[config.mk]
export PLATFORM = sky130hd
export DESIGN_NAME = decode_queue
export DESIGN_NICKNAME = d
export VERILOG_FILES = /design/src/rtl/pipes.sv /design/src/rtl/decode_unit.sv /design/src/rtl/decode_queue.sv
export SDC_FILE = /design/constraint.sdc
export NUM_CORES = 2
export LEC_CHECK = 0
export ABC_CLOCK_PERIOD_IN_PS = 30400
export CAP_MARGIN = 30
export CORE_MARGIN = 1
export CORE_UTILIZATION = 45
export CTS_BUF_LIST = sky130_fd_sc_hd__clkbuf_16
export DETAILED_ROUTE_END_ITERATION = 6
export DONT_BUFFER_PORTS = 1
export HOLD_SLACK_MARGIN = 0.15
export PLACE_DENSITY_LB_ADDON = 0.2
export SYNTH_ARGS = -nofsm -noshare
export SYNTH_HDL_FRONTEND = slang
export SYNTH_HIERARCHICAL = 1
export SYNTH_SLANG_ARGS = --single-unit
[constraint.sdc]
create_clock -name clk -period 30.4 [get_ports clk]
set_input_delay 9.12 -clock clk [delete_from_list [all_inputs] [get_ports clk]]
set_output_delay 9.12 -clock clk [all_outputs]
set_load 0.02 [all_outputs]
[src/rtl/pipes.sv]
// Shared decode types for the RV64 pipeline: opcodes, control word, ALU ops, queue entry.
// DECODE_MEXT_EN adds the RV64M ALU operations to alufunc_t.
package pipes;

  localparam logic [6:0] OP_ITYPE = 7'b0010011;
  localparam logic [6:0] OP_IW    = 7'b0011011;
  localparam logic [6:0] OP_RTYPE = 7'b0110011;
  localparam logic [6:0] OP_RW    = 7'b0111011;
  localparam logic [6:0] OP_JAL   = 7'b1101111;
  localparam logic [6:0] OP_JALR  = 7'b1100111;
  localparam logic [6:0] OP_BTYPE = 7'b1100011;
  localparam logic [6:0] OP_AUIPC = 7'b0010111;
  localparam logic [6:0] OP_LUI   = 7'b0110111;
  localparam logic [6:0] OP_LOAD  = 7'b0000011;
  localparam logic [6:0] OP_STORE = 7'b0100011;

  localparam logic [6:0] F7_BASE = 7'b0000000;
  localparam logic [6:0] F7_ALT  = 7'b0100000;
  localparam logic [6:0] F7_MEXT = 7'b0000001;

  localparam logic [2:0] F3_ADD  = 3'b000;
  localparam logic [2:0] F3_SLL  = 3'b001;
  localparam logic [2:0] F3_SLT  = 3'b010;
  localparam logic [2:0] F3_SLTU = 3'b011;
  localparam logic [2:0] F3_XOR  = 3'b100;
  localparam logic [2:0] F3_SR   = 3'b101;
  localparam logic [2:0] F3_OR   = 3'b110;
  localparam logic [2:0] F3_AND  = 3'b111;

  typedef enum logic [4:0] {
    ALU_ADD, ALU_SUB, ALU_SLL, ALU_SLT, ALU_SLTU, ALU_XOR,
    ALU_SRL, ALU_SRA, ALU_OR, ALU_AND, ALU_PASSB
`ifdef DECODE_MEXT_EN
    , ALU_MUL, ALU_MULH, ALU_MULHSU, ALU_MULHU, ALU_DIV, ALU_DIVU, ALU_REM, ALU_REMU
    , ALU_MULW, ALU_DIVW, ALU_DIVUW, ALU_REMW, ALU_REMUW
`endif
  } alufunc_t;

  typedef enum logic [3:0] {
    BRANCH_NONE, BRANCH_BEQ, BRANCH_BNE, BRANCH_BLT, BRANCH_BGE,
    BRANCH_BLTU, BRANCH_BGEU, BRANCH_JAL, BRANCH_JALR
  } branch_t;

  typedef enum logic [2:0] {IMM_NONE, IMM_I, IMM_S, IMM_B, IMM_U, IMM_J} imm_t;

  typedef struct packed {
    alufunc_t   alufunc;
    logic       selectA;    // operand A is the PC
    logic       selectB;    // operand B is the immediate
    logic       extAluOut;  // sign-extend the low 32 bits of the result
    branch_t    branch;
    logic       regWrite;
    logic       memRead;
    logic       memWrite;
    logic [2:0] memFunct3;
    imm_t       immType;
  } control_t;

  typedef struct packed {
    control_t    ctl;
    logic [63:0] pc;
    logic        illegal;
  } decode_entry_t;

  localparam int CTL_W = $bits(control_t);

  function automatic alufunc_t alu_from_f3(input logic [2:0] f3, input logic alt);
    case (f3)
      F3_ADD:  return alt ? ALU_SUB : ALU_ADD;
      F3_SLL:  return ALU_SLL;
      F3_SLT:  return ALU_SLT;
      F3_SLTU: return ALU_SLTU;
      F3_XOR:  return ALU_XOR;
      F3_SR:   return alt ? ALU_SRA : ALU_SRL;
      F3_OR:   return ALU_OR;
      default: return ALU_AND;
    endcase
  endfunction

`ifdef DECODE_MEXT_EN
  function automatic alufunc_t mext_from_f3(input logic [2:0] f3);
    case (f3)
      3'b000:  return ALU_MUL;
      3'b001:  return ALU_MULH;
      3'b010:  return ALU_MULHSU;
      3'b011:  return ALU_MULHU;
      3'b100:  return ALU_DIV;
      3'b101:  return ALU_DIVU;
      3'b110:  return ALU_REM;
      default: return ALU_REMU;
    endcase
  endfunction
`endif

endpackage

[src/rtl/decode_unit.sv]
// Combinational RV64 decoder: raw instruction -> control word plus illegal flag.
// DECODE_MEXT_EN enables RV64M decoding; otherwise those encodings are illegal.
module decode_unit
  import pipes::*;
(
  input  logic [31:0]      instr,
  output logic [CTL_W-1:0] ctl,
  output logic             illegal
);

  logic [6:0] opcode;
  logic [2:0] f3;
  logic [6:0] f7;
  logic       legal;
  control_t   c;
  logic       unused_fields;

  assign opcode = instr[6:0];
  assign f3     = instr[14:12];
  assign f7     = instr[31:25];
  assign unused_fields = ^{instr[24:15], instr[11:7]};

  always_comb begin
    c     = '0;
    legal = 1'b0;
    case (opcode)
      OP_ITYPE: begin
        c.selectB = 1'b1; c.regWrite = 1'b1; c.immType = IMM_I;
        c.alufunc = alu_from_f3(f3, 1'b0);
        legal = 1'b1;
        if (f3 == F3_SLL) legal = (instr[31:26] == 6'b000000);
        if (f3 == F3_SR) begin
          legal = ({instr[31], instr[29:26]} == 5'b00000);
          c.alufunc = instr[30] ? ALU_SRA : ALU_SRL;
        end
      end
      OP_IW: begin
        c.selectB = 1'b1; c.regWrite = 1'b1; c.immType = IMM_I; c.extAluOut = 1'b1;
        c.alufunc = alu_from_f3(f3, f7 == F7_ALT);
        case (f3)
          F3_ADD:  legal = 1'b1;
          F3_SLL:  legal = (f7 == F7_BASE);
          F3_SR:   legal = (f7 == F7_BASE) || (f7 == F7_ALT);
          default: legal = 1'b0;
        endcase
      end
      OP_RTYPE: begin
        c.regWrite = 1'b1;
        case (f7)
          F7_BASE: begin legal = 1'b1; c.alufunc = alu_from_f3(f3, 1'b0); end
          F7_ALT: begin
            legal = (f3 == F3_ADD) || (f3 == F3_SR);
            c.alufunc = alu_from_f3(f3, 1'b1);
          end
`ifdef DECODE_MEXT_EN
          F7_MEXT: begin legal = 1'b1; c.alufunc = mext_from_f3(f3); end
`endif
          default: legal = 1'b0;
        endcase
      end
      OP_RW: begin
        c.regWrite = 1'b1; c.extAluOut = 1'b1;
        case (f7)
          F7_BASE: begin
            legal = (f3 == F3_ADD) || (f3 == F3_SLL) || (f3 == F3_SR);
            c.alufunc = alu_from_f3(f3, 1'b0);
          end
          F7_ALT: begin
            legal = (f3 == F3_ADD) || (f3 == F3_SR);
            c.alufunc = alu_from_f3(f3, 1'b1);
          end
`ifdef DECODE_MEXT_EN
          F7_MEXT: begin
            legal = 1'b1;
            case (f3)
              3'b000:  c.alufunc = ALU_MULW;
              3'b100:  c.alufunc = ALU_DIVW;
              3'b101:  c.alufunc = ALU_DIVUW;
              3'b110:  c.alufunc = ALU_REMW;
              3'b111:  c.alufunc = ALU_REMUW;
              default: legal = 1'b0;
            endcase
          end
`endif
          default: legal = 1'b0;
        endcase
      end
      OP_JAL: begin
        legal = 1'b1; c.branch = BRANCH_JAL; c.selectA = 1'b1;
        c.regWrite = 1'b1; c.immType = IMM_J; c.alufunc = ALU_ADD;
      end
      OP_JALR: begin
        legal = (f3 == 3'b000); c.branch = BRANCH_JALR; c.selectB = 1'b1;
        c.regWrite = 1'b1; c.immType = IMM_I; c.alufunc = ALU_ADD;
      end
      OP_BTYPE: begin
        legal = 1'b1; c.alufunc = ALU_SUB; c.immType = IMM_B;
        case (f3)
          3'b000:  c.branch = BRANCH_BEQ;
          3'b001:  c.branch = BRANCH_BNE;
          3'b100:  c.branch = BRANCH_BLT;
          3'b101:  c.branch = BRANCH_BGE;
          3'b110:  c.branch = BRANCH_BLTU;
          3'b111:  c.branch = BRANCH_BGEU;
          default: legal = 1'b0;
        endcase
      end
      OP_AUIPC: begin
        legal = 1'b1; c.selectA = 1'b1; c.selectB = 1'b1;
        c.regWrite = 1'b1; c.immType = IMM_U; c.alufunc = ALU_ADD;
      end
      OP_LUI: begin
        legal = 1'b1; c.selectB = 1'b1; c.regWrite = 1'b1;
        c.immType = IMM_U; c.alufunc = ALU_PASSB;
      end
      OP_LOAD: begin
        legal = (f3 != 3'b111); c.memRead = 1'b1; c.regWrite = 1'b1;
        c.selectB = 1'b1; c.immType = IMM_I; c.memFunct3 = f3; c.alufunc = ALU_ADD;
      end
      OP_STORE: begin
        legal = (f3[2] == 1'b0); c.memWrite = 1'b1; c.selectB = 1'b1;
        c.immType = IMM_S; c.memFunct3 = f3; c.alufunc = ALU_ADD;
      end
      default: legal = 1'b0;
    endcase
    // Unrecognised encodings still flow to commit, but with an inert control word.
    if (!legal) c = '0;
  end

  assign ctl     = c;
  assign illegal = ~legal;

endmodule

[src/rtl/decode_queue.sv]
// Multi-lane decode stage: decodes fetch bundles into a circular buffer and issues
// up to OUT_WIDTH entries per cycle, ending each group at the first branch/jump.
module decode_queue
  import pipes::*;
#(
  parameter int DEPTH     = 8,
  parameter int IN_WIDTH  = 2,
  parameter int OUT_WIDTH = 2
) (
  input  logic                       clk,
  input  logic                       reset,
  input  logic                       flush,
  input  logic                       in_valid,
  output logic                       in_ready,
  input  logic [IN_WIDTH-1:0]        in_mask,
  input  logic [IN_WIDTH*32-1:0]     in_instr,
  input  logic [IN_WIDTH*64-1:0]     in_pc,
  output logic [OUT_WIDTH-1:0]       out_valid,
  input  logic                       out_ready,
  output logic [OUT_WIDTH*CTL_W-1:0] out_ctl,
  output logic [OUT_WIDTH*64-1:0]    out_pc,
  output logic [OUT_WIDTH-1:0]       out_illegal,
  output logic [$clog2(DEPTH):0]     count
);

  localparam int AW = $clog2(DEPTH);
  localparam int PW = AW + 1;

  logic [PW-1:0]    head_q, head_d, tail_q, tail_d;
  logic [PW-1:0]    enq_cnt, deq_cnt;
  logic             enq;
  decode_entry_t    mem_q [DEPTH];
  logic [CTL_W-1:0] dec_ctl [IN_WIDTH];
  logic [IN_WIDTH-1:0] dec_ill;
  logic [IN_WIDTH-1:0] wr_en;
  logic [AW-1:0]    wr_idx [IN_WIDTH];
  decode_entry_t    wr_entry [IN_WIDTH];
  logic [AW-1:0]    rd_idx;
  decode_entry_t    rd_entry;
  logic             blocked;

  for (genvar g = 0; g < IN_WIDTH; g++) begin : g_dec
    decode_unit u_dec (
      .instr   (in_instr[g*32 +: 32]),
      .ctl     (dec_ctl[g]),
      .illegal (dec_ill[g])
    );
  end

  // Pointers carry a wrap bit, so tail - head is the occupancy even when full.
  assign count    = tail_q - head_q;
  assign in_ready = (count <= PW'(DEPTH - IN_WIDTH));
  assign enq      = in_valid && in_ready && !flush;

  // Enqueue side: lanes are contiguous from 0, so lane i lands at tail + i.
  always_comb begin
    enq_cnt = '0;
    for (int i = 0; i < IN_WIDTH; i++) begin
      wr_en[i]            = enq && in_mask[i];
      wr_idx[i]           = AW'(tail_q + PW'(i));
      wr_entry[i].ctl     = control_t'(dec_ctl[i]);
      wr_entry[i].pc      = in_pc[i*64 +: 64];
      wr_entry[i].illegal = dec_ill[i];
      if (in_mask[i]) enq_cnt = enq_cnt + PW'(1);
    end
  end

  always_ff @(posedge clk) begin
    for (int i = 0; i < IN_WIDTH; i++) begin
      if (wr_en[i]) mem_q[wr_idx[i]] <= wr_entry[i];
    end
  end

  // Issue window: a branch or jump closes the group in its own lane.
  always_comb begin
    out_valid   = '0;
    out_ctl     = '0;
    out_pc      = '0;
    out_illegal = '0;
    deq_cnt     = '0;
    blocked     = 1'b0;
    rd_idx      = '0;
    rd_entry    = '0;
    for (int k = 0; k < OUT_WIDTH; k++) begin
      rd_idx   = AW'(head_q + PW'(k));
      rd_entry = mem_q[rd_idx];
      if ((PW'(k) < count) && !blocked) begin
        out_valid[k]              = 1'b1;
        out_ctl[k*CTL_W +: CTL_W] = rd_entry.ctl;
        out_pc[k*64 +: 64]        = rd_entry.pc;
        out_illegal[k]            = rd_entry.illegal;
        deq_cnt                   = deq_cnt + PW'(1);
        if (rd_entry.ctl.branch != BRANCH_NONE) blocked = 1'b1;
      end
    end
  end

  always_comb begin
    head_d = head_q;
    tail_d = tail_q;
    if (flush) begin
      head_d = '0;
      tail_d = '0;
    end else begin
      if (out_ready) head_d = head_q + deq_cnt;
      if (enq)       tail_d = tail_q + enq_cnt;
    end
  end

  always_ff @(posedge clk) begin
    if (reset) begin
      head_q <= '0;
      tail_q <= '0;
    end else begin
      head_q <= head_d;
      tail_q <= tail_d;
    end
  end

endmodule
==> impl_metrics.toml <==
[logic_synthesis]
synth.net_count = 2951
ys_ff_latch = 699
synth-edff-count = 688
synth_cell_types = 75
synth_top_family_by_area = "multiplexers"
yosys.area_share.simple = 0.0506
synth-warning-count = 6
syn_area_per_cell_sq_um = 15.3
synthXorXnorAreaFrac = 0.00230
ys.flop_type = "edfxtp_1"
syn_area_sq_um = 41900
synth-adder-area-share = 0.00472
synthCells = 2738
synth_compound_area_frac = 0.0253
ys_seq_area_frac = 0.498
ys_async_sr_fraction = 0
synthMuxAreaShare = 0.394

[setup_path]
crit_required_ps = 21280
r2r-start = "head_q[0]"
path_cells = "ha_1 > inv_1 > fa_1 > xor2_1 > nor2_1 > o21ai_0 > o2111ai_4 > buf_4 > a21oi_1"
critPathLaunch = "head_q[0]"
cpPeakStageDelay_ps = 800
cp_max_fo = 50
path_class = "reg -> out"
critPathSlowestCell = "a21oi_1"
worstSetupEndpointType = "output pin"
setup.worst_path.start_class = "register"
critPathArrivalTime_ps = 4840

[die]
core_sq_um = 91900
io_pins = 378
dieArea_sq_um = 94400
rows = 111
die_h_um = 307
die_x_um = 307
start_util = 0.456

[power_and_ir_drop]
switchingPower_mw = 0.623
seq_power_share = 0.460
internal-power_mw = 1.74
clkPwrFrac = 0.382
p_leak_nw = 14.6
powerDensity_nw_per_um2 = 51.6
ir_drop_v = 0.0000418
power_frac_comb = 0.157
p_sw_frac = 0.264

[placement]
hpwl_um = 71700
port-buffer-count = 0
place_congestion = 0.851

[route]
drc = 0
via_count = 26100
wirelength_um = 129000
first_iter_violations = 2534
dr.pass1.iters = 5
vias_per_cell = 6.58
avgRoutedWirePerCell_um = 32.6
drt.antenna.violating_nets = 0

[clocking]
cts_root_buffer = "clkbuf_16"
cts_buffers = 82
post_cts_buffers = 0
cts.sinks = 699
cts_tree = "built"
holdBufCountCts = 0
clk_pin_slew_worst_paths_ps = 60
clock_latency_ps = 640
cts_resized = 0
cts_buffer_depth = 3
htreeDepth = 3

[timing]
fmax_mhz = 71.6
relSlewSlack = 0.278
period_minus_slack_ps = 13960
fin_setup_tns_ps = 0
timing.hold.ws_ps = 530
tightestPinTransition_ps = 1080
hold_viol_final = 0
setup_viol = 0
rsz0062_at_grt = "false"
fin_skew_ps = 21.1
fin_crit_sh = 0.459
slew_violations = 0

[final_layout]
final_nets = 2876
nFillCells = 7783
area_growth_syn_to_layout_pct = 9.30
drive_above_1_share = 0.456

[hold_path]
hp-start = "tail_q[3]"
min_path_type = "reg -> reg"

[global_routing]
grt_pass1_wl_um = 186000
antenna_found_initial = 1
grt_pass1_vias = 27300
grt_max_degree = 129
grtUsageTotal = 0.271
grt_overflow = 0

[job]
maxCapViolations = 0

[status]
status = "finished, final reports clean"
critical path: cells and delay by family, from the launching register on:
family	cells	cell delay, ps
adders and majority gates	2	640
buffers and inverters	2	540
and+or+nand+nor	1	100
xor gates and xnor gates	1	680
AOI/OAI and AO/OA	3	1400
DFF	1	790
area by class of cell:
class / count / area (sq um) / area share
sequential: 699 / 20900 / 0.456
multi-input combinational: 1795 / 20200 / 0.440
clock buffer: 84 / 2100 / 0.0459
tap: 1243 / 1560 / 0.0339
timing repair buffer: 68 / 723 / 0.0158
clock inverter: 59 / 312 / 0.00680
inverter: 17 / 63.8 / 0.00139
antenna: 1 / 2.50 / 0.0000546
cells in the mapped netlist (7+ instances only):
master	instances	area share
inv_1	16	0.0014
nor4_1	7	0.0010
buf_1	55	0.0049
nand2_1	205	0.018
clkbuf_1	117	0.010
mux2_4	30	0.011
edfxtp_1	688	0.49
mux2_2	656	0.18
nor2_1	128	0.011
nor3_1	21	0.0025
buf_2	41	0.0049
buf_6	8	0.0021
o21ai_0	21	0.0025
nand2b_1	12	0.0018
dfxtp_1	11	0.0053
nor2b_1	15	0.0022
a21oi_1	120	0.014
nand4_1	10	0.0015
mux4_2	344	0.18
or3_1	8	0.0012
mux2i_1	87	0.021
ha_1	11	0.0033
nor2_2	9	0.0013
per-stage QoR:
step	cells	power, mW	worst slack (ps)	area [sq um]	utilization
finish	3966	2.36	16440	45800	0.498
global route	3965	2.44	16210	45800	0.498
CTS	3959	2.38	16050	45700	0.497
detailed placement	3816	1.48	16740	43300	0.471
global placement	3806	1.47	16770	43100	0.469
floorplan	2738	1.40	13650	41900	-
power groups by stage:
| stage | sequential [mW] | clock [mW] | combinational (mW) |
|---|---|---|---|
| floorplan | 1.10 | 0 | 0.295 |
| global placement | 1.11 | 0 | 0.366 |
| detailed placement | 1.11 | 0 | 0.371 |
| CTS | 1.09 | 0.919 | 0.372 |
| global route | 1.09 | 0.954 | 0.395 |
| finish | 1.09 | 0.904 | 0.372 |
layout by cell type, fill, tap and decap left out, types with 5 or more instances in the layout:
cell type,Yosys,final
inv_1,16,36
nor2_1,128,127
a31oi_1,6,6
nor4_1,7,7
clkinv_2,0,13
nor2b_1,15,15
xnor2_1,6,5
and3_1,6,6
o21ai_0,21,18
buf_2,41,6
nand4_1,10,10
a21oi_1,120,120
mux2_2,656,656
nand2b_1,12,12
nor3b_1,5,5
nor3_1,21,21
buf_12,0,7
or3_1,8,8
dfxtp_1,11,7
mux4_2,344,344
edfxtp_1,688,688
buf_16,0,7
mux2i_1,87,87
clkinv_1,0,21
nor2_2,9,9
buf_4,6,48
nand2_1,205,204
ha_1,11,10
mux2_4,30,30
nand3_1,5,5
clkbuf_16,0,84
flip-flops by register name, indices dropped and copies added (netlist names), named ones only:
register,flops
tail_q,4
head_q,4
mem_q,688
final timing paths:
path / slack (ps) / to / cells after the start
max: 16440 / out_illegal[1] / 9
min: 530 / tail_q[3] / 2
max reg2reg: 24790 / mem_q[5][7] / 10
min reg2reg: 530 / tail_q[3] / 2
metal layers:
metal  wire [um]  part of all wire  GRT usage
met3       10800             0.084     0.0620
met2       65000              0.50      0.460
met1       50600              0.39      0.349
met4        3090             0.024     0.0728
met5           0                 0          0
logic make-up after synthesis:
logic type | Yosys count
mux | 1121
buf+inv | 244
compound gates | 184
fa+ha+maj | 14
xor+xnor | 11
other cells | 2
simple gates | 463
flops | 699
Power figures use the tool's default switching activity.
